`src/rtl/serial_magnitude_comparator_pkg.sv`:
```
// Shared definitions for the serial magnitude comparator family.
//   - state_t  : FSM state encodings (S_IDLE, S_SCAN)
//   - RES_*    : result codes used to decode the slice compare into EQ/LT/GT
//   - idx_width: width of the slice index counter for a given N/K
package serial_magnitude_comparator_pkg;

    typedef enum logic {
        S_IDLE = 1'b0,
        S_SCAN = 1'b1
    } state_t;

    localparam logic [1:0] RES_EQ = 2'd0;
    localparam logic [1:0] RES_LT = 2'd1;
    localparam logic [1:0] RES_GT = 2'd2;

    // At least one bit, so the single-slice case (K == N) still has a counter.
    function automatic int idx_width(input int n, input int k);
        int slices;
        slices = n / k;
        return (slices > 1) ? $clog2(slices) : 1;
    endfunction

endpackage

```
`src/rtl/serial_magnitude_comparator_slice.sv`:
```
// slice_comparator: combinational unsigned compare of two K-bit slices.
// Ports:
//   a, b : K-bit slices (unsigned)
//   eq   : a == b
//   lt   : a <  b
module slice_comparator #(
    parameter int K = 1
) (
    input  logic [K-1:0] a,
    input  logic [K-1:0] b,
    output logic         eq,
    output logic         lt
);

    assign eq = (a == b);
    assign lt = (a < b);

endmodule

```
`src/rtl/serial_magnitude_comparator.sv`:
```
// serial_magnitude_comparator: compares two N-bit operands MSB-first, K bits
// per clock, with early exit on the first differing slice. Unsigned or
// two's-complement ordering selected per compare.
// Ports:
//   clk, rst     : clock, asynchronous active-high reset
//   start        : request a compare (accepted only while busy == 0)
//   signed_mode  : 1 = two's-complement, 0 = unsigned; sampled with start
//   A, B         : operands, sampled on the accepting edge
//   busy         : compare in progress
//   done         : one-cycle pulse, results valid from this cycle on
//   EQ, LT, GT   : result flags, held until the next done
module serial_magnitude_comparator
    import serial_magnitude_comparator_pkg::*;
#(
    parameter int N = 8,
    parameter int K = 1
) (
    input  logic         clk,
    input  logic         rst,
    input  logic         start,
    input  logic         signed_mode,
    input  logic [N-1:0] A,
    input  logic [N-1:0] B,
    output logic         busy,
    output logic         done,
    output logic         EQ,
    output logic         LT,
    output logic         GT
);

    localparam int SLICES = N / K;
    localparam int IDX_W  = idx_width(N, K);

    generate
        if (N < 2 || K < 1 || K > N || (N % K) != 0) begin : g_bad_params
            $error("serial_magnitude_comparator: illegal N/K combination");
        end
    endgenerate

    state_t             r_state;
    logic [N-1:0]       r_a;
    logic [N-1:0]       r_b;
    logic [IDX_W-1:0]   r_idx;

    logic [K-1:0]       w_slice_a;
    logic [K-1:0]       w_slice_b;
    logic               w_eq;
    logic               w_lt;
    logic [1:0]         w_res;

    // Flipping both MSBs maps two's-complement order onto unsigned order.
    logic [N-1:0]       w_msb_flip;
    assign w_msb_flip = {signed_mode, {(N-1){1'b0}}};

    assign w_slice_a = r_a[int'(r_idx)*K +: K];
    assign w_slice_b = r_b[int'(r_idx)*K +: K];

    slice_comparator #(.K(K)) u_slice (
        .a  (w_slice_a),
        .b  (w_slice_b),
        .eq (w_eq),
        .lt (w_lt)
    );

    assign w_res = w_eq ? RES_EQ : (w_lt ? RES_LT : RES_GT);

    always_ff @(posedge clk or posedge rst) begin
        if (rst) begin
            r_state <= S_IDLE;
            r_a     <= '0;
            r_b     <= '0;
            r_idx   <= '0;
            busy    <= 1'b0;
            done    <= 1'b0;
            EQ      <= 1'b0;
            LT      <= 1'b0;
            GT      <= 1'b0;
        end else begin
            done <= 1'b0;
            case (r_state)
                S_IDLE: begin
                    // Also reached in the done cycle, which allows back-to-back compares.
                    if (start) begin
                        r_a     <= A ^ w_msb_flip;
                        r_b     <= B ^ w_msb_flip;
                        r_idx   <= IDX_W'(SLICES - 1);
                        busy    <= 1'b1;
                        r_state <= S_SCAN;
                    end
                end
                S_SCAN: begin
                    // A differing slice decides the result; only the last
                    // equal slice can report EQ.
                    if (w_res != RES_EQ || r_idx == '0) begin
                        EQ      <= (w_res == RES_EQ);
                        LT      <= (w_res == RES_LT);
                        GT      <= (w_res == RES_GT);
                        done    <= 1'b1;
                        busy    <= 1'b0;
                        r_state <= S_IDLE;
                    end else begin
                        r_idx <= r_idx - 1'b1;
                    end
                end
                default: begin
                    r_state <= S_IDLE;
                    busy    <= 1'b0;
                end
            endcase
        end
    end

endmodule

```
`config.mk`:
```
export PLATFORM = sky130hd
export DESIGN_NAME = serial_magnitude_comparator
export DESIGN_NICKNAME = d
export VERILOG_FILES = /design/src/rtl/serial_magnitude_comparator_pkg.sv /design/src/rtl/serial_magnitude_comparator_slice.sv /design/src/rtl/serial_magnitude_comparator.sv
export SDC_FILE = /design/constraint.sdc
export NUM_CORES = 1
export LEC_CHECK = 0
export CAP_MARGIN = 20
export CORE_UTILIZATION = 52
export CTS_BUF_LIST = sky130_fd_sc_hd__clkbuf_2
export DETAILED_ROUTE_END_ITERATION = 16
export PLACE_DENSITY = 0.81
export SLEW_MARGIN = 10
export SYNTH_ARGS = -nofsm -noshare
export SYNTH_HDL_FRONTEND = slang
export SYNTH_HIERARCHICAL = 1
export SYNTH_SLANG_ARGS = --single-unit
```
`constraint.sdc`:
```
create_clock -name clk -period 2.35 [get_ports clk]
set_input_delay 0.3525 -clock clk [delete_from_list [all_inputs] [get_ports clk]]
set_output_delay 0.3525 -clock clk [all_outputs]
set_load 0.03 [all_outputs]
```
# Yosys cells after proc, flatten, opt, wreduce, memory -nomap -nowiden
# Index checks and enable logic that the tools add are counted.
# classes
n_mux,13
n_addsub,1
reduce_logical,8
n_bitwise,3
magnitude_cmp,1
shifts,2
n_eq_ne,6
# op_table
op,n
variable part select 8 x 4 -> 1 bit,2
bitwise XOR 8 bit,2
AND reduction 2 bit,4
2-to-1 mux 1 bit,6
2-to-1 mux 3 bit,2
one-hot mux 3 bit (2 select lines),1
2-to-1 mux 2 bit,2
"inequality test 2 bit, second input constant",2
one-hot mux 1 bit (2 select lines),2
logical NOT 3 bit,1
"subtractor 3 x 1 -> 3 bit, second input constant",1
"== test 2 x 1 -> 1 bit, second input constant",1
"== test 2 bit, second input constant",1
logical NOT 2 bit,1
"inequality test 2 x 1 -> 1 bit, second input constant",1
nonzero test 2 bit,1
== test 1 bit,1
logical OR 1 bit,1
less-than comparator 1 bit,1
NOT 1 bit,1
# word_totals
inputBits,20
reg_bits,25
word_cells,43
out_inout_bits,5

# Longest topological paths before layout
# depth
word_depth,8
ltp_mapped,9
depth_no_buf,8

# Modules after synthesis
# Netlist, hierarchy kept.
# by_module_without_submodules
module,cells_per_inst,seq_area_each_um2,instances,area_each_um2
serial_magnitude_comparator,121,625.6,1,1181.1
slice_comparator,2,0.0,1,16.3

# Least setup slack after synthesis
# OpenSTA, ideal clock, no wires.
# synth_timing
path_kind,reg-to-reg
from,reg r_idx[0]
to,reg r_idx[0]
setup_ns,0.119
path_slack_ns,0.404
t_arrival_ns,1.827
stages_incl_launch_ff,8
cell_sequence,dfrtp_1 buf_6 mux4_1 nand2_1 nand2_1 ha_1 a311o_1 o21a_1
# synth_rtl
item,line,text
start: declaration,serial_magnitude_comparator.sv:43,logic [IDX_W-1:0] r_idx;
start signal: assignment,serial_magnitude_comparator.sv:86,r_idx <= IDX_W'(SLICES - 1);
start signal: assignment,serial_magnitude_comparator.sv:102,r_idx <= r_idx - 1'b1;
variable part select 8 x 4 -> 1 bit,serial_magnitude_comparator.sv:56,assign w_slice_b = r_b[int'(r_idx)*K +: K];
named net w_slice_b,serial_magnitude_comparator.sv:46,logic [K-1:0] w_slice_b;
== test 1 bit,serial_magnitude_comparator_slice.sv:15,assign eq = (a == b);
named net w_eq,serial_magnitude_comparator.sv:47,logic w_eq;
2-to-1 mux 2 bit,serial_magnitude_comparator.sv:65,assign w_res = w_eq ? RES_EQ : (w_lt ? RES_LT : RES_GT);
nonzero test 2 bit,serial_magnitude_comparator.sv:94,if (w_res != RES_EQ || r_idx == '0) begin
logical OR 1 bit,serial_magnitude_comparator.sv:94,
inequality test 2 bit (no source line),-,
AND reduction 2 bit (no source line),-,
# The timed path passes the listed nets, and every way through them passes these cells. The select of a mux whose other input is x is not followed.
# A chain may end at the register's enable or synchronous reset.

# Worst setup path after layout
# layout_timing
from,reg r_idx[0]
to,reg r_idx[2]
# The elaborated chain is that of the path after synthesis.

==> impl_metrics.yaml <==
worst_setup_path:
  rr_worst_depth: 7
  ff2ff_setup_slack_ns: 0.19
  cp-endpoint: "r_idx[2]"
  crit_type: "reg -> reg"
  worst-path-stages: 7
  cp-startpoint: "r_idx[0]"
  crit_required_ns: 2.56
  cpMaxStageDelayCell: "mux4_1"
  arrival_ns: 2.37
  cp_max_fo: 6
  crit_top_cell: "nand2_1"
  cp-end-kind: "register"
  critPathMaxStageDelay_ns: 0.59
  rr_startpoint: "r_idx[0]"
  cp_num_buf_inv: 0
  r2r_end: "r_idx[2]"
  start_kind: "register"
  path_delay_family: "multiplexers"
  cp_cell_sequence: "mux4_1 > nand2_1 > nand2_1 > ha_1 > nand2_1 > o41ai_1 > a31oi_1"
power:
  leakagePower_uw: 0.000746
  powerDensity_nw_per_um2: 1220
  ir_drop_mv: 0.712
  p_total_uw: 1780
flow_run:
  cap_violations: 0
synthesis:
  netlist_instances: 123
  yosysTopAreaCell: "dfrtp_1"
  netlist_area_um2: 1200
  yosys_warnings: 6
  ys_types: 26
  syn_avg_cell_area_um2: 9.73
  synthTopCellsByArea: "dfrtp_1, nand2_1, mux4_1"
  synth_top_area_share_pct: 52.2
  ys_seq_elements: 25
  yosysSeqAreaShare_pct: 52.2
  syn_nets: 146
layout:
  fin_nets: 170
  regArea_um2: 626
  insertedDiodeCount: 0
  drive_gt1_share_pct: 6.85
  fin_util_pct: 66.9
  multi_input_area_um2: 495
  finalInstanceArea_um2: 1470
  final-instance-count-excl-fill: 174
  syn2layout_area_growth_pct: 22.4
  nFillCells: 184
  final_common_cell: "nand2_1"
  mostFrequentLayoutCells: "nand2_1, dfrtp_1, clkdlybuf4s50_1"
clock_tree:
  cts_hold_buf: 0
  cts.path.max_buffers: 2
  ctsRootBufferMaster: "clkbuf_2"
  cts_setup_buffers: 0
  clk_latency_ns: 0.32
  cts.htree.levels: 1
  path_clk_slew_ns: 0.21
  cts_tree: "done"
  cts_buffers: 3
  cts_resized: 0
  clkSinkCount: 25
sta:
  fmax_mhz: 463
  fin_setup_tns_ns: 0
  fin_crit_ns: 2.16
  period_share_pct: 91.9
  hold_violations: 0
  rsz0062_at_grt: "false"
  setup_violations: 0
  slew-limit-headroom_pct: 51.3
  drv_slew: 0
  tightest_slew_ns: 0.730
  finClkSkew_ns: 0.00241
floorplan:
  die-area_um2: 2500
  start_util_pct: 54.7
  coreArea_um2: 2190
  std_cell_rows: 17
  die_h_um: 50.0
  die_x_um: 50.0
  ios: 25
global_route:
  grt_max_degree: 26
  grt_pass1_vias: 853
  grt_pass1_wl_um: 3660
  antenna_found_initial: 0
  track_usage_pct: 20.2
  grt-ovfl-total: 0
route:
  initialDrtViolationCount: 6
  avgRoutedWirePerCell_um: 12.0
  drt-total-wl_um: 2090
  vias: 862
  firstDrtPassIters: 4
  viasPerCell: 4.95
  remaining_drc_errors: 0
  route.antenna.remaining_nets: 0
placed_design:
  dp_cells: 170
  port_buffers: 24
  dpl_cell_area_um2: 1450
  dp_hpwl_um: 1560
  place.gp.congestion: 0.852
outcome:
  status: "finished clean"
min_path:
  worstHoldPathType: "in -> async"
-- state kept, by name, summed over array words and instances (netlist names) --
name and flops:
EQ 1, GT 1, r_b 8, r_a 8, LT 1, busy 1, r_idx 3, done 1
r_state 1
-- report_power, final --
group | total (uW) | switching, uW | internal, uW
combinational | 851 | 450 | 401
clock | 163 | 118 | 45.0
sequential | 769 | 143 | 626
total | 1780 | 710 | 1070
-- cells in the mapped netlist (all sizes together) --
library cell and number:
mux2i 1, nand2 53, nand2b 2, mux4 4
buf 6, xnor2 2, o21a 1, ha 3
clkbuf 1, nand4 1, o41ai 1, a21boi 1
inv 9, nand3 1, o21ai 4, nor2b 2
o2bb2ai 1, a311o 1, a31oi 2, nor2 2
dfrtp 25
-- cell type report --
cell class	instances	area share, %
repair buffers	26	17.4
well taps	28	2.39
inverters	9	2.31
clock buffers	4	1.37
multi-input cells	82	33.8
flip-flops and latches	25	42.7
-- stage by stage --
| stage | worst slack, ns | hold slack [ns] |
|---|---|---|
| 3_3_place_gp | 0.290 | 0.456 |
| 3_5_place_dp | 0.215 | 0.460 |
| 6_report | 0.190 | 0.342 |
| 4_1_cts | 0.192 | 0.324 |
| 2_1_floorplan | 0.404 | 0.380 |
| 5_1_grt | 0.0595 | 0.343 |
-- worst min-delay path by stage --
stage / slack [ns] / from / endpoint
final: 0.34 / rst / LT
after global routing: 0.34 / rst / done
after CTS: 0.32 / rst / done
after detailed placement: 0.46 / r_a[3] / r_a[3]
after global placement: 0.46 / r_a[6] / r_a[6]
after floorplan: 0.38 / rst / EQ
-- worst reg2reg max path, stage by stage (launching register included) --
cell and delay, ns:
dfrtp_1 0.53, mux4_1 0.59, nand2_1 0.08, nand2_1 0.05
ha_1 0.38, nand2_1 0.08, o41ai_1 0.27, a31oi_1 0.07
-- kinds of logic after synthesis --
| group | synth area share [%] |
|---|---|
| flip-flops | 52.2 |
| AND/OR/NAND/NOR | 20.9 |
| AO/OA/AOI/OAI | 6.58 |
| multiplexers | 9.30 |
| XOR/XNOR | 1.46 |
| buffers and inverters | 6.37 |
| adder cells (fa/ha/maj) | 3.14 |
-- layer usage --
| metal | wire (um) | global-route usage (%) | vias up |
|---|---|---|---|
| met5 | 0 | 0 | - |
| met4 | 14 | 10.0 | 0 |
| met3 | 61 | 2.78 | 2 |
| met2 | 1080 | 34.9 | 18 |
| met1 | 930 | 24.4 | 397 |
| li1 | - | - | 445 |
Power figures use the tool's default switching activity.
